**config.mk**
```make
export PLATFORM = sky130hd
export DESIGN_NAME = mem_arbiter_flat
export DESIGN_NICKNAME = d
export VERILOG_FILES = /design/src/rtl/mem_arbiter_pkg.sv /design/src/rtl/mem_arbiter_if.sv /design/src/rtl/arb_grant_sel.sv /design/src/rtl/mem_arbiter.sv /design/src/flat_wrapper.sv
export SDC_FILE = /design/constraint.sdc
export NUM_CORES = 1
export LEC_CHECK = 0
export BUFFER_PORTS_ARGS = -buffer_cell sky130_fd_sc_hd__buf_2
export CAP_MARGIN = 5
export CORE_AREA = 4 4 337 339
export DETAILED_ROUTE_END_ITERATION = 8
export DIE_AREA = 0 0 341 343
export GPL_TIMING_DRIVEN = 0
export PLACE_DENSITY = 0.4
export SYNTH_ARGS = -nofsm -noshare
export SYNTH_HDL_FRONTEND = slang
export SYNTH_SLANG_ARGS = --single-unit
```
**constraint.sdc**
```tcl
create_clock -name clk -period 2.5 [get_ports clk]
set_input_delay 0.375 -clock clk [delete_from_list [all_inputs] [get_ports clk]]
set_output_delay 0.375 -clock clk [all_outputs]
set_load 0.01 [all_outputs]
```
**src/rtl/mem_arbiter_pkg.sv**
```systemverilog
// Shared memory-arbiter definitions: FSM state encoding,
// requester ids and default line address/data widths.
package mem_arbiter_pkg;

    localparam int unsigned ADDR_W_DEF = 28;
    localparam int unsigned DATA_W_DEF = 128;

    typedef enum logic [1:0] {
        IDLE = 2'd0,
        BUSY = 2'd1,
        DONE = 2'd2
    } arb_state_e;

    typedef enum logic {
        PORT_I = 1'b0,
        PORT_D = 1'b1
    } arb_port_e;

endpackage

```
**src/rtl/mem_arbiter_if.sv**
```systemverilog
// Bundle of I-cache, D-cache and shared memory signals.
// slave: arbiter view. master: caches + memory view.
interface mem_arbiter_if
    import mem_arbiter_pkg::*;
#(
    parameter int unsigned ADDR_W = ADDR_W_DEF,
    parameter int unsigned DATA_W = DATA_W_DEF
) ();

    logic              I_mem_read;
    logic              I_mem_write;
    logic [ADDR_W-1:0] I_mem_addr;
    logic [DATA_W-1:0] I_mem_wdata;
    logic              I_mem_ready;
    logic [DATA_W-1:0] I_mem_rdata;

    logic              D_mem_read;
    logic              D_mem_write;
    logic [ADDR_W-1:0] D_mem_addr;
    logic [DATA_W-1:0] D_mem_wdata;
    logic              D_mem_ready;
    logic [DATA_W-1:0] D_mem_rdata;

    logic              mem_read;
    logic              mem_write;
    logic [ADDR_W-1:0] mem_addr;
    logic [DATA_W-1:0] mem_wdata;
    logic              mem_ready;
    logic [DATA_W-1:0] mem_rdata;

    modport slave (
        input  I_mem_read, I_mem_write,
        input  I_mem_addr, I_mem_wdata,
        output I_mem_ready, I_mem_rdata,
        input  D_mem_read, D_mem_write,
        input  D_mem_addr, D_mem_wdata,
        output D_mem_ready, D_mem_rdata,
        output mem_read, mem_write,
        output mem_addr, mem_wdata,
        input  mem_ready, mem_rdata
    );

    modport master (
        output I_mem_read, I_mem_write,
        output I_mem_addr, I_mem_wdata,
        input  I_mem_ready, I_mem_rdata,
        output D_mem_read, D_mem_write,
        output D_mem_addr, D_mem_wdata,
        input  D_mem_ready, D_mem_rdata,
        input  mem_read, mem_write,
        input  mem_addr, mem_wdata,
        output mem_ready, mem_rdata
    );

endinterface

```
**src/rtl/arb_grant_sel.sv**
```systemverilog
// Combinational I/D grant picker. Ports: req_i, req_d,
// last_grant (1 = D granted last) -> grant_d. Macro: ARB_ROUND_ROBIN_EN.
module arb_grant_sel (
    input  logic req_i,
    input  logic req_d,
    input  logic last_grant,
    output logic grant_d
);

`ifdef ARB_ROUND_ROBIN_EN
    // On a collision, D wins only if it was not granted last.
    assign grant_d = req_d & (~req_i | ~last_grant);
`else
    logic unused_last;
    assign unused_last = last_grant;
    // Fixed priority: D always wins a collision.
    assign grant_d = req_d;
`endif

endmodule

```
**src/rtl/mem_arbiter.sv**
```systemverilog
// I/D cache to single memory port arbiter (IDLE/BUSY/DONE).
// Ports: clk, rst_n, bus (mem_arbiter_if.slave). Macro: ARB_ROUND_ROBIN_EN.
module mem_arbiter
    import mem_arbiter_pkg::*;
#(
    parameter int unsigned ADDR_W = ADDR_W_DEF,
    parameter int unsigned DATA_W = DATA_W_DEF
) (
    input  logic          clk,
    input  logic          rst_n,
    mem_arbiter_if.slave  bus
);

    arb_state_e        state_q;
    arb_port_e         owner_q;
    logic              mem_read_q;
    logic              mem_write_q;
    logic [ADDR_W-1:0] mem_addr_q;
    logic [DATA_W-1:0] mem_wdata_q;
    logic              i_ready_q;
    logic              d_ready_q;
    logic [DATA_W-1:0] i_rdata_q;
    logic [DATA_W-1:0] d_rdata_q;

    logic              req_i;
    logic              req_d;
    logic              pick_d;
    logic              last_grant;
    logic              mem_read_d;
    logic              mem_write_d;
    logic [ADDR_W-1:0] mem_addr_d;
    logic [DATA_W-1:0] mem_wdata_d;

    assign req_i = bus.I_mem_read | bus.I_mem_write;
    assign req_d = bus.D_mem_read | bus.D_mem_write;

`ifdef ARB_ROUND_ROBIN_EN
    logic last_d_q;
    assign last_grant = last_d_q;
`else
    assign last_grant = 1'b0;
`endif

    arb_grant_sel u_grant_sel (
        .req_i      (req_i),
        .req_d      (req_d),
        .last_grant (last_grant),
        .grant_d    (pick_d)
    );

    // Request payload of whichever port wins; read+write is a write.
    always_comb begin
        mem_write_d = bus.I_mem_write;
        mem_read_d  = bus.I_mem_read;
        mem_addr_d  = bus.I_mem_addr;
        mem_wdata_d = bus.I_mem_wdata;
        if (pick_d) begin
            mem_write_d = bus.D_mem_write;
            mem_read_d  = bus.D_mem_read;
            mem_addr_d  = bus.D_mem_addr;
            mem_wdata_d = bus.D_mem_wdata;
        end
        mem_read_d = mem_read_d & ~mem_write_d;
    end

    always_ff @(posedge clk or negedge rst_n) begin
        if (!rst_n) begin
            state_q     <= IDLE;
            owner_q     <= PORT_I;
            mem_read_q  <= 1'b0;
            mem_write_q <= 1'b0;
            mem_addr_q  <= '0;
            mem_wdata_q <= '0;
            i_ready_q   <= 1'b0;
            d_ready_q   <= 1'b0;
            i_rdata_q   <= '0;
            d_rdata_q   <= '0;
`ifdef ARB_ROUND_ROBIN_EN
            last_d_q    <= 1'b0;
`endif
        end else begin
            unique case (state_q)
                IDLE: begin
                    if (req_i || req_d) begin
                        mem_read_q  <= mem_read_d;
                        mem_write_q <= mem_write_d;
                        mem_addr_q  <= mem_addr_d;
                        mem_wdata_q <= mem_wdata_d;
                        owner_q     <= pick_d ? PORT_D : PORT_I;
                        state_q     <= BUSY;
`ifdef ARB_ROUND_ROBIN_EN
                        last_d_q    <= pick_d;
`endif
                    end
                end
                BUSY: begin
                    if (bus.mem_ready) begin
                        mem_read_q  <= 1'b0;
                        mem_write_q <= 1'b0;
                        state_q     <= DONE;
                        // Write completions leave the read data untouched.
                        if (owner_q == PORT_D) begin
                            d_ready_q <= 1'b1;
                            if (!mem_write_q) d_rdata_q <= bus.mem_rdata;
                        end else begin
                            i_ready_q <= 1'b1;
                            if (!mem_write_q) i_rdata_q <= bus.mem_rdata;
                        end
                    end
                end
                DONE: begin
                    // No grant here so the finishing port can drop its request.
                    i_ready_q <= 1'b0;
                    d_ready_q <= 1'b0;
                    state_q   <= IDLE;
                end
                default: state_q <= IDLE;
            endcase
        end
    end

    assign bus.mem_read    = mem_read_q;
    assign bus.mem_write   = mem_write_q;
    assign bus.mem_addr    = mem_addr_q;
    assign bus.mem_wdata   = mem_wdata_q;
    assign bus.I_mem_ready = i_ready_q;
    assign bus.I_mem_rdata = i_rdata_q;
    assign bus.D_mem_ready = d_ready_q;
    assign bus.D_mem_rdata = d_rdata_q;

endmodule

```
**src/flat_wrapper.sv**
```systemverilog
// flat-port wrapper written by rule: the top's interface ports become plain ports
module mem_arbiter_flat import mem_arbiter_pkg::*;
#(
    parameter int unsigned ADDR_W = ADDR_W_DEF,
    parameter int unsigned DATA_W = DATA_W_DEF
)
  (clk, rst_n, bus_I_mem_read, bus_I_mem_write, bus_I_mem_addr, bus_I_mem_wdata, bus_I_mem_ready, bus_I_mem_rdata, bus_D_mem_read, bus_D_mem_write, bus_D_mem_addr, bus_D_mem_wdata, bus_D_mem_ready, bus_D_mem_rdata, bus_mem_read, bus_mem_write, bus_mem_addr, bus_mem_wdata, bus_mem_ready, bus_mem_rdata);
  mem_arbiter_if #(.ADDR_W(ADDR_W), .DATA_W(DATA_W)) bus_i ();
  input  logic clk;
  input  logic rst_n;
  input wire logic [$bits(bus_i.I_mem_read)-1:0] bus_I_mem_read;
  input wire logic [$bits(bus_i.I_mem_write)-1:0] bus_I_mem_write;
  input wire logic [$bits(bus_i.I_mem_addr)-1:0] bus_I_mem_addr;
  input wire logic [$bits(bus_i.I_mem_wdata)-1:0] bus_I_mem_wdata;
  output wire logic [$bits(bus_i.I_mem_ready)-1:0] bus_I_mem_ready;
  output wire logic [$bits(bus_i.I_mem_rdata)-1:0] bus_I_mem_rdata;
  input wire logic [$bits(bus_i.D_mem_read)-1:0] bus_D_mem_read;
  input wire logic [$bits(bus_i.D_mem_write)-1:0] bus_D_mem_write;
  input wire logic [$bits(bus_i.D_mem_addr)-1:0] bus_D_mem_addr;
  input wire logic [$bits(bus_i.D_mem_wdata)-1:0] bus_D_mem_wdata;
  output wire logic [$bits(bus_i.D_mem_ready)-1:0] bus_D_mem_ready;
  output wire logic [$bits(bus_i.D_mem_rdata)-1:0] bus_D_mem_rdata;
  output wire logic [$bits(bus_i.mem_read)-1:0] bus_mem_read;
  output wire logic [$bits(bus_i.mem_write)-1:0] bus_mem_write;
  output wire logic [$bits(bus_i.mem_addr)-1:0] bus_mem_addr;
  output wire logic [$bits(bus_i.mem_wdata)-1:0] bus_mem_wdata;
  input wire logic [$bits(bus_i.mem_ready)-1:0] bus_mem_ready;
  input wire logic [$bits(bus_i.mem_rdata)-1:0] bus_mem_rdata;
  assign bus_i.I_mem_read = bus_I_mem_read;
  assign bus_i.I_mem_write = bus_I_mem_write;
  assign bus_i.I_mem_addr = bus_I_mem_addr;
  assign bus_i.I_mem_wdata = bus_I_mem_wdata;
  assign bus_I_mem_ready = bus_i.I_mem_ready;
  assign bus_I_mem_rdata = bus_i.I_mem_rdata;
  assign bus_i.D_mem_read = bus_D_mem_read;
  assign bus_i.D_mem_write = bus_D_mem_write;
  assign bus_i.D_mem_addr = bus_D_mem_addr;
  assign bus_i.D_mem_wdata = bus_D_mem_wdata;
  assign bus_D_mem_ready = bus_i.D_mem_ready;
  assign bus_D_mem_rdata = bus_i.D_mem_rdata;
  assign bus_mem_read = bus_i.mem_read;
  assign bus_mem_write = bus_i.mem_write;
  assign bus_mem_addr = bus_i.mem_addr;
  assign bus_mem_wdata = bus_i.mem_wdata;
  assign bus_i.mem_ready = bus_mem_ready;
  assign bus_i.mem_rdata = bus_mem_rdata;
  mem_arbiter #(.ADDR_W(ADDR_W), .DATA_W(DATA_W)) u_core (.clk(clk), .rst_n(rst_n), .bus(bus_i));
endmodule
```
==> flow_summary.yaml, run 1 <==
critical_path:
  cp_data_arrival_time_ps: 2750
  start_kind: "flop"
  crit_required_ps: 2980
  critPathMaxFanout: 10
  critPathKind: "flop to flop"
  cp-end-kind: "flop"
sta:
  timing.fmax_mhz: 440
  slew_violations: 0
  max_slew_margin_pct: 38.7
  final_hold_viol_count: 0
  clock-skew-final_ps: 34.9
  finalCritPeriodShare_pct: 90.9
  finalSetupViolCount: 0
  max_slew.worst_pin.slew_ps: 916
  period_needed_ps: 2270
  rsz0062_at_grt: "false"
floorplanning:
  die_y_um: 343
  die_x_um: 341
  rows: 122
  core-area_um2: 110000
  start_util_pct: 16.2
  dieArea_um2: 117000
  io_pins: 863
drt:
  firstDrtPassIters: 6
  dr.first_iter.drc_count: 324
  viasPerCell: 3.60
  vias: 13200
  finalWirelength_mm: 71.9
  post-route-drc-count: 0
  avgRoutedWirePerCell_um: 19.7
  antenna_left: 0
pwr:
  total_power_mw: 33.2
  ir_worst_vdd_uv: 481
  p_leak_nw: 13.1
  p_per_area_nw_per_um2: 1220
logic_synthesis:
  synth_nets: 1524
  ys_ff_latch: 419
  synth-seq-area-share_pct: 58.8
  synth_warnings: 0
  yosysUniqueCellTypes: 24
  syn-instance-count: 1077
  synth_area_um2: 17800
  syn_avg_cell_area_um2: 16.6
layout:
  multi_input_area_um2: 6940
  fin_util_pct: 24.6
  fillers: 11700
  layout-drive-gt1-share_pct: 73.0
  ff_latch_area_um2: 10500
  finalNetCount: 2574
  area_delta_synth_final_pct: 52.4
flow_run:
  cap_violations: 0
place:
  gp_congestion: 0.950
  io_buffers: 862
  place_hpwl_mm: 57.8
clock_network:
  clk_pin_slew_worst_paths_ps: 60
  cts_buffers: 52
  root_buffer: "clkbuf_16"
  htree_levels: 2
  clkSinkCount: 419
  clock_latency_ps: 630
  cts_tree: "yes"
  max-clock-path-buffers: 3
worst_hold_path:
  worstHoldPathType: "input port to flop"
global_route:
  grt_usage_pct: 11.8
  grt_max_degree: 113
  grt_pass1_vias: 15500
  grt_overflow_total: 0
  antenna_found_initial: 11
  grt_first_pass_wirelength_mm: 103
outcome:
  status: "finished, final reports clean"
==> where the power goes <==
part	internal, mW	switching, mW	leakage (nW)
logic	7.00	6.64	7.24
clock network	4.45	3.08	0.847
registers	10.2	1.83	5.00
total	21.7	11.6	13.1
==> cell families after synthesis <==
family	synth area share [%]
muxes	38.1
DFF	58.8
buffers and inverters	2.36
AOI/OAI and AO/OA	0.414
and+or+nand+nor	0.358
==> layer usage <==
metal | part of all wire, % | routed length (µm) | track usage, % | vias up
met5 | 0.047 | 34 | 0 | -
li1 | - | - | - | 5974
met2 | 52 | 37600 | 21.3 | 483
met4 | 3.5 | 2530 | 4.45 | 4
met3 | 7.6 | 5430 | 3.79 | 120
met1 | 37 | 26300 | 12.8 | 6609
==> state kept, by name (all words and copies together), names as in the netlist <==
| register | cells |
|---|---|
| u_core.bus.mem_write | 1 |
| u_core.bus.I_mem_rdata | 128 |
| u_core.bus.D_mem_rdata | 128 |
| u_core.bus.mem_read | 1 |
| u_core.bus.I_mem_ready | 1 |
| u_core.owner_q | 1 |
| u_core.bus.mem_addr | 28 |
| u_core.state_q | 2 |
| u_core.bus.D_mem_ready | 1 |
| u_core.bus.mem_wdata | 128 |
==> per-stage QoR <==
| stage | hold slack, ps | instance area (µm²) | instances | worst slack [ps] | TNS, ps |
|---|---|---|---|---|---|
| 2_1_floorplan | 79.4 | 17800 | 1077 | 687 | 0 |
| 3_3_place_gp | 474 | 24000 | 3427 | -7580 | -3198780 |
| 3_5_place_dp | 370 | 24100 | 3431 | -575 | -68310 |
| 4_1_cts | 3.54 | 27100 | 3654 | 47.3 | 0 |
| 5_1_grt | 28.2 | 27200 | 3657 | 25.3 | 0 |
| 6_report | 70.1 | 27200 | 3659 | 228 | 0 |
==> placed cells by master, fill, tap and decap left out, drive strengths merged <==
cell type,count
a211o,1
a211oi,1
a21oi,1
a22o,1
a31o,1
a32o,1
buf,927
clkbuf,85
clkinv,8
clkinvlp,4
dfrtp,419
diode,3
dlygate4sd3,128
inv,8
mux2,568
mux2i,2
nand2,2
nand3b,1
nor2,2
nor3,2
nor3b,1
o21ai,4
or3,1
==> path summary, 6_finish.rpt <==
check	from	cells past startpoint	slack (ps)	end
setup reg to reg	u_core.state_q[1]	5	230	u_core.bus.I_mem_rdata[91]
max in group asynchronous	rst_n	5	390	u_core.bus.mem_addr[16]
hold / removal	bus_mem_rdata[106]	2	70	u_core.bus.I_mem_rdata[106]
setup / recovery	u_core.state_q[1]	5	230	u_core.bus.I_mem_rdata[91]
min in group asynchronous	rst_n	2	330	u_core.bus.I_mem_rdata[116]
hold reg to reg	u_core.bus.D_mem_rdata[66]	1	490	u_core.bus.D_mem_rdata[66]
==> area by class of cell <==
| cell class | count | area share [%] |
|---|---|---|
| Sequential cell | 419 | 38.6 |
| Multi-Input combinational cell | 589 | 25.5 |
| Timing Repair Buffer | 996 | 21.1 |
| Tap cell | 1488 | 6.85 |
| Clock buffer | 81 | 5.97 |
| Buffer | 63 | 1.47 |
| Clock inverter | 14 | 0.364 |
| Inverter | 6 | 0.0829 |
| Antenna cell | 3 | 0.0276 |
==> cells in the mapped netlist <==
master	count	area (µm²)
nor3b_1	1	7.51
dfrtp_1	419	10500
buf_4	1	7.51
mux2_1	2	22.5
nor3_1	2	10.0
nor2_1	2	7.51
a211oi_2	1	12.5
a21oi_1	1	5.00
buf_1	2	7.51
mux2_2	466	5250
mux2i_1	2	20.0
inv_1	6	22.5
o21ai_0	4	20.0
a31o_2	1	8.76
buf_2	42	210
nand3b_4	1	20.0
clkbuf_1	4	15.0
a22o_1	1	8.76
mux2_4	100	1500
buf_6	14	158
nand2_1	2	7.51
a32o_1	1	10.0
a211o_1	1	8.76
or3_4	1	11.3
==> critical path, stage by stage, from the launching register on <==
cell and delay [ps]:
dfrtp_1 470, nand3b_4 230, nor3_2 260, buf_2 410, buf_2 380, mux2_2 380
==> repair_timing <==
item,4_1_cts,5_1_grt
endpoints found under the setup margin,260,48
pin swaps,0,1
endpoints found under the hold margin,315,0
buffers inserted,0,2
hold buffers,128,0
resized for setup,3,0
Note: power is estimated with default switching activity, not from simulation.
==> run 2, diff against run 1 <==
--- a/config.mk
+++ b/config.mk
@@ -14,4 +14,5 @@
 export PLACE_DENSITY = 0.4
 export SYNTH_ARGS = -nofsm -noshare
 export SYNTH_HDL_FRONTEND = slang
+export SYNTH_HIERARCHICAL = 1
 export SYNTH_SLANG_ARGS = --single-unit
==> flow_summary.yaml, run 2 <==
critical_path:
  critical_path.top_delay_family: "buffers and inverters"
  max_stage_delay_ps: 560
  cp_data_arrival_time_ps: 2790
  crit_required_ps: 2980
  start_kind: "flop"
  critPathMaxFanout: 10
  crit_chain: "a211oi_4, buf_2, buf_2, mux2_2"
  cp-end-kind: "flop"
  crit_top_cell: "buf_2"
  cpMaxStageDelayCell: "a211oi_4"
  critPathKind: "flop to flop"
  path_buf_inv: 2
sta:
  hold_ws_ps: 63.8
  timing.fmax_mhz: 432
  max_slew.worst_pin.slew_ps: 923
  final_hold_viol_count: 0
  max_slew_margin_pct: 38.4
  rsz0062_at_grt: "false"
  tns_ps: 0
  slew_violations: 0
  period_needed_ps: 2310
  clock-skew-final_ps: 11.6
  finalCritPeriodShare_pct: 92.5
  finalSetupViolCount: 0
drt:
  avgRoutedWirePerCell_um: 20.4
  finalWirelength_mm: 74.5
  dr.first_iter.drc_count: 291
  firstDrtPassIters: 4
  vias: 13100
  viasPerCell: 3.59
  antenna_left: 0
  post-route-drc-count: 0
logic_synthesis:
  syn_avg_cell_area_um2: 16.6
  syn-instance-count: 1077
  synth_area_um2: 17800
  synth_nets: 1524
  synth_warnings: 6
floorplanning:
  start_util_pct: 16.2
  die_x_um: 341
  rows: 122
  die_y_um: 343
  core-area_um2: 110000
  io_pins: 863
  dieArea_um2: 117000
global_route:
  grt_max_degree: 118
  gr-usage-met2_pct: 22.1
  antenna_found_initial: 7
  grt_usage_pct: 12.2
  grt_first_pass_wirelength_mm: 105
  grt_overflow_total: 0
  use_met1_pct: 13.7
  grt.busiest_layer: "met2"
  use_met3_pct: 4.10
  grt_pass1_vias: 15000
place:
  io_buffers: 862
  gp_congestion: 1.03
  place_hpwl_mm: 60.0
  dp_cells: 3430
clock_network:
  postCtsSetupBuffers: 0
  cts_buffers: 54
  clk_pin_slew_worst_paths_ps: 60
  clock_latency_ps: 600
  max-clock-path-buffers: 3
  root_buffer: "clkbuf_16"
  cts_tree: "yes"
  clkSinkCount: 419
  htree_levels: 2
layout:
  area_delta_synth_final_pct: 52.3
  multi_input_area_um2: 6950
  final_common_cell: "buf_2"
  layout-drive-gt1-share_pct: 73.1
  fillers: 11700
  final_cell_mix: "buf_2 (894), mux2_2 (468), dfrtp_1 (419)"
  finalNetCount: 2566
  ff_latch_area_um2: 10500
  final_cells: 3648
flow_run:
  cap_violations: 0
pwr:
  p_leak_nw: 13.1
  ir_worst_vdd_uv: 602
  p_per_area_nw_per_um2: 1250
  total_power_mw: 33.9
worst_hold_path:
  worstHoldPathType: "input port to flop"
outcome:
  status: "finished, final reports clean"
-- run 2: cell count changes in the layout (fill, tap and decap cells not counted), sizes merged, moves of 2 or more --
cell         previous run  this run
clkinv                  8        10
dlygate4sd3           128       122
o21ai                   4         2
clkbuf                 85        88
buf                   927       914
bufinv                  0         5
-- run 2: path summary, 6_finish.rpt --
check / to / depth (start not counted) / from / slack, ps
max: u_core/bus.mem_wdata[26] / 4 / u_core/state_q[0] / 190
min in group asynchronous: u_core/bus.mem_wdata[55] / 2 / rst_n / 400
max in group asynchronous: u_core/bus.D_mem_rdata[84] / 4 / rst_n / 420
max reg2reg: u_core/bus.mem_wdata[26] / 4 / u_core/state_q[0] / 190
min: u_core/bus.D_mem_rdata[91] / 2 / bus_mem_rdata[91] / 60
min reg2reg: u_core/bus.D_mem_rdata[113] / 1 / u_core/bus.D_mem_rdata[113] / 500
-- run 2: metrics by stage --
stage / utilization, % / area, µm² / setup slack (ps)
2_1_floorplan: - / 17800 / 487
3_3_place_gp: 21.8 / 24000 / -7820
3_5_place_dp: 21.8 / 24100 / -746
4_1_cts: 24.6 / 27100 / 32.2
5_1_grt: 24.6 / 27200 / 5.75
6_report: 24.6 / 27200 / 187
-- run 2: power breakdown --
| group | total [mW] | internal, mW | switching [mW] |
|---|---|---|---|
| registers | 12.1 | 10.2 | 1.89 |
| logic | 13.8 | 7.01 | 6.80 |
| clock network | 7.93 | 4.87 | 3.06 |
| total | 33.9 | 22.1 | 11.8 |
-- run 2: cell type report --
cell class | instances | share of cell area, %
Clock buffer | 74 | 5.77
Buffer | 63 | 1.45
Clock inverter | 21 | 0.912
Timing Repair Buffer | 987 | 20.7
Multi-Input combinational cell | 588 | 25.6
Antenna cell | 2 | 0.0184
Sequential cell | 419 | 38.6
Tap cell | 1488 | 6.86
Inverter | 6 | 0.0829
-- run 2: repair_timing --
action                                 in CTS  in global routing
gates resized for setup                     3                  1
endpoints found under the hold margin     323                  0
hold buffers                              122                  0
setup endpoints to repair                 217                 10
pin swaps                                   0                  0
-- run 2: routing by layer --
metal,wire [µm],vias up
met3,6310,79
met5,0,-
met4,1510,0
li1,-,5949
met2,38100,553
met1,28500,6521
==> run 3, diff against run 2 <==
--- a/config.mk
+++ b/config.mk
@@ -5,14 +5,14 @@
 export SDC_FILE = /design/constraint.sdc
 export NUM_CORES = 1
 export LEC_CHECK = 0
-export BUFFER_PORTS_ARGS = -buffer_cell sky130_fd_sc_hd__buf_2
+export ABC_AREA = 1
 export CAP_MARGIN = 5
-export CORE_AREA = 4 4 337 339
+export CORE_AREA = 4 4 332 334
 export DETAILED_ROUTE_END_ITERATION = 8
-export DIE_AREA = 0 0 341 343
+export DIE_AREA = 0 0 336 338
+export DONT_BUFFER_PORTS = 1
 export GPL_TIMING_DRIVEN = 0
-export PLACE_DENSITY = 0.4
+export PLACE_DENSITY = 0.35
 export SYNTH_ARGS = -nofsm -noshare
 export SYNTH_HDL_FRONTEND = slang
-export SYNTH_HIERARCHICAL = 1
 export SYNTH_SLANG_ARGS = --single-unit
==> flow_summary.yaml, run 3 <==
clock_network:
  clk_pin_slew_worst_paths_ps: 60
  clock_latency_ps: 610
  max-clock-path-buffers: 3
  cts_buffers: 54
  htree_levels: 2
  cts_tree: "yes"
  clkSinkCount: 419
  root_buffer: "clkbuf_16"
  ctsHoldBuffers: 323
critical_path:
  crit_required_ps: 3040
  timing.rr.start: "u_core.bus.mem_write"
  cp-end-kind: "flop"
  r2r_end: "u_core.bus.I_mem_rdata[106]"
  start_kind: "flop"
  max_stage_delay_ps: 600
  reg2regPathDepth: 5
  rrSetupSlack_ps: 300
  cpMaxStageDelayCell: "clkbuf_1"
  crit_chain: "nor2_1, buf_2, clkbuf_1, nand3_1, nand2_1"
  critPathMaxFanout: 10
  critPathKind: "flop to flop"
  cp_data_arrival_time_ps: 2740
global_route:
  antenna_found_initial: 14
  grt_pass1_vias: 18100
  grt_max_degree: 420
  grt_usage_pct: 15.8
  grt_overflow_total: 0
  grt_first_pass_wirelength_mm: 132
drt:
  met3_length_mm: 9.89
  avgRoutedWirePerCell_um: 22.7
  antenna_left: 0
  finalWirelength_mm: 94.2
  dr.first_iter.drc_count: 882
  routedLengthMet1_mm: 33.9
  firstDrtPassIters: 7
  vias: 17100
  viasPerCell: 4.10
  top_layer_used: "met5"
  routed-wl-met2_mm: 46.2
  post-route-drc-count: 0
outcome:
  violations: "hold timing"
  status: "finished with violations"
logic_synthesis:
  yosysUniqueCellTypes: 17
  ys.flop_type: "dfrtp_1"
  synth_top_area_cell: "dfrtp_1"
  synth_top_area_share_pct: 56.9
  ys_top_cells_by_count: "nand2_1 (1301), dfrtp_1 (419), o21ai_0 (286), nand3_1 (133), clkbuf_1 (78)"
  synth_most_common_cell: "nand2_1"
  synth_nets: 2775
  netlist_top_cells_area: "dfrtp_1 (57%), nand2_1 (27%), o21ai_0 (7.8%)"
  syn_avg_cell_area_um2: 7.91
  synth_area_um2: 18400
  synth_warnings: 0
  synthArstFlopShare_pct: 100
  synth-seq-area-share_pct: 56.9
  synth-edff-count: 0
  syn-instance-count: 2328
  ys_ff_latch: 419
sta:
  timing.fmax_mhz: 455
  clock-skew-final_ps: 12.7
  slew_violations: 0
  max_slew.worst_pin.slew_ps: 1140
  period_needed_ps: 2200
  final_hold_viol_count: 419
  hold_ws_ps: -523
  max_slew_margin_pct: 24.3
  tns_ps: 0
  finalSetupViolCount: 0
  rsz0062_at_grt: "false"
  finalCritPeriodShare_pct: 87.9
layout:
  final_common_cell: "nand2_1"
  final_cell_mix: "nand2_1 (1300), dfrtp_1 (419), dlygate4sd3_1 (323)"
  finalNetCount: 3154
  layout-drive-gt1-share_pct: 6.55
  fin_util_pct: 23.6
  final_cells: 4160
  fillers: 11900
  area_delta_synth_final_pct: 37.0
flow_run:
  cap_violations: 0
place:
  io_buffers: 0
  dp_cells: 3731
  place_hpwl_mm: 73.9
  gp_congestion: 0.883
floorplanning:
  start_util_pct: 17.2
  die_x_um: 336
  io_pins: 863
  rows: 120
  core-area_um2: 107000
  dieArea_um2: 114000
  die_y_um: 338
pwr:
  total_power_mw: 30.6
  p_per_area_nw_per_um2: 1210
  p_leak_nw: 12.4
  ir_worst_vdd_uv: 427
worst_hold_path:
  worstHoldPathType: "input port to async pin"
-- run 3: kinds of logic after synthesis --
logic type / count (synthesis) / synth area share [%]
AOI/OAI and AO/OA: 289 / 7.86
and+or+nand+nor: 1445 / 30.4
buffers and inverters: 175 / 4.75
DFF: 419 / 56.9
-- run 3: layout make-up --
class / count / area [µm²] / area share (%)
multi-input cells: 1734 / 7060 / 28.0
repair buffers: 323 / 3230 / 12.8
plain buffers: 169 / 856 / 3.39
inverters: 6 / 22.5 / 0.0893
clock inverters: 15 / 191 / 0.759
flip-flops and latches: 419 / 10500 / 41.6
diodes: 9 / 22.5 / 0.0893
well taps: 1403 / 1760 / 6.96
clock buffers: 82 / 1610 / 6.37
-- run 3: routing by layer --
layer	vias up	track usage, %
li1	8132	-
met1	8039	16.7
met2	710	27.5
met3	172	6.98
met4	8	6.86
met5	-	0
-- run 3: through the flow --
step	setup slack (ps)	instance area [µm²]
floorplan	1140	18400
global placement	-211	20200
detailed placement	-217	20200
CTS	150	25200
global route	134	25200
finish	304	25200
-- run 3: worst max-delay path, delay by kind of cell, from the launching register on --
kind	cells	cell delay, ps
buf+inv	2	1070
flops	1	470
simple gates	3	580
-- run 3: how the worst max path moves through the flow --
stage,startpoint,cells after the start,slack [ps],to
2_1_floorplan,bus_D_mem_write,9,1140,u_core.bus.mem_wdata[100]
6_report,u_core.bus.mem_write,5,300,u_core.bus.I_mem_rdata[106]
4_1_cts,u_core.bus.mem_write,5,150,u_core.bus.I_mem_rdata[106]
3_3_place_gp,u_core.bus.mem_write,6,-210,u_core.bus.D_mem_rdata[103]
5_1_grt,u_core.bus.mem_write,5,130,u_core.bus.I_mem_rdata[104]
3_5_place_dp,u_core.bus.mem_write,6,-220,u_core.bus.D_mem_rdata[103]
-- run 3: timing repair --
item	in CTS	in global routing
resized for setup	3	0
hold endpoints to repair	785	419
endpoints found under the setup margin	100	0
buffers inserted	0	0
-- run 3: where the power goes --
group	switching [mW]	internal (mW)	total, mW
Clock	3.17	4.82	7.99
Combinational	5.16	2.58	7.74
Sequential	5.01	9.87	14.9
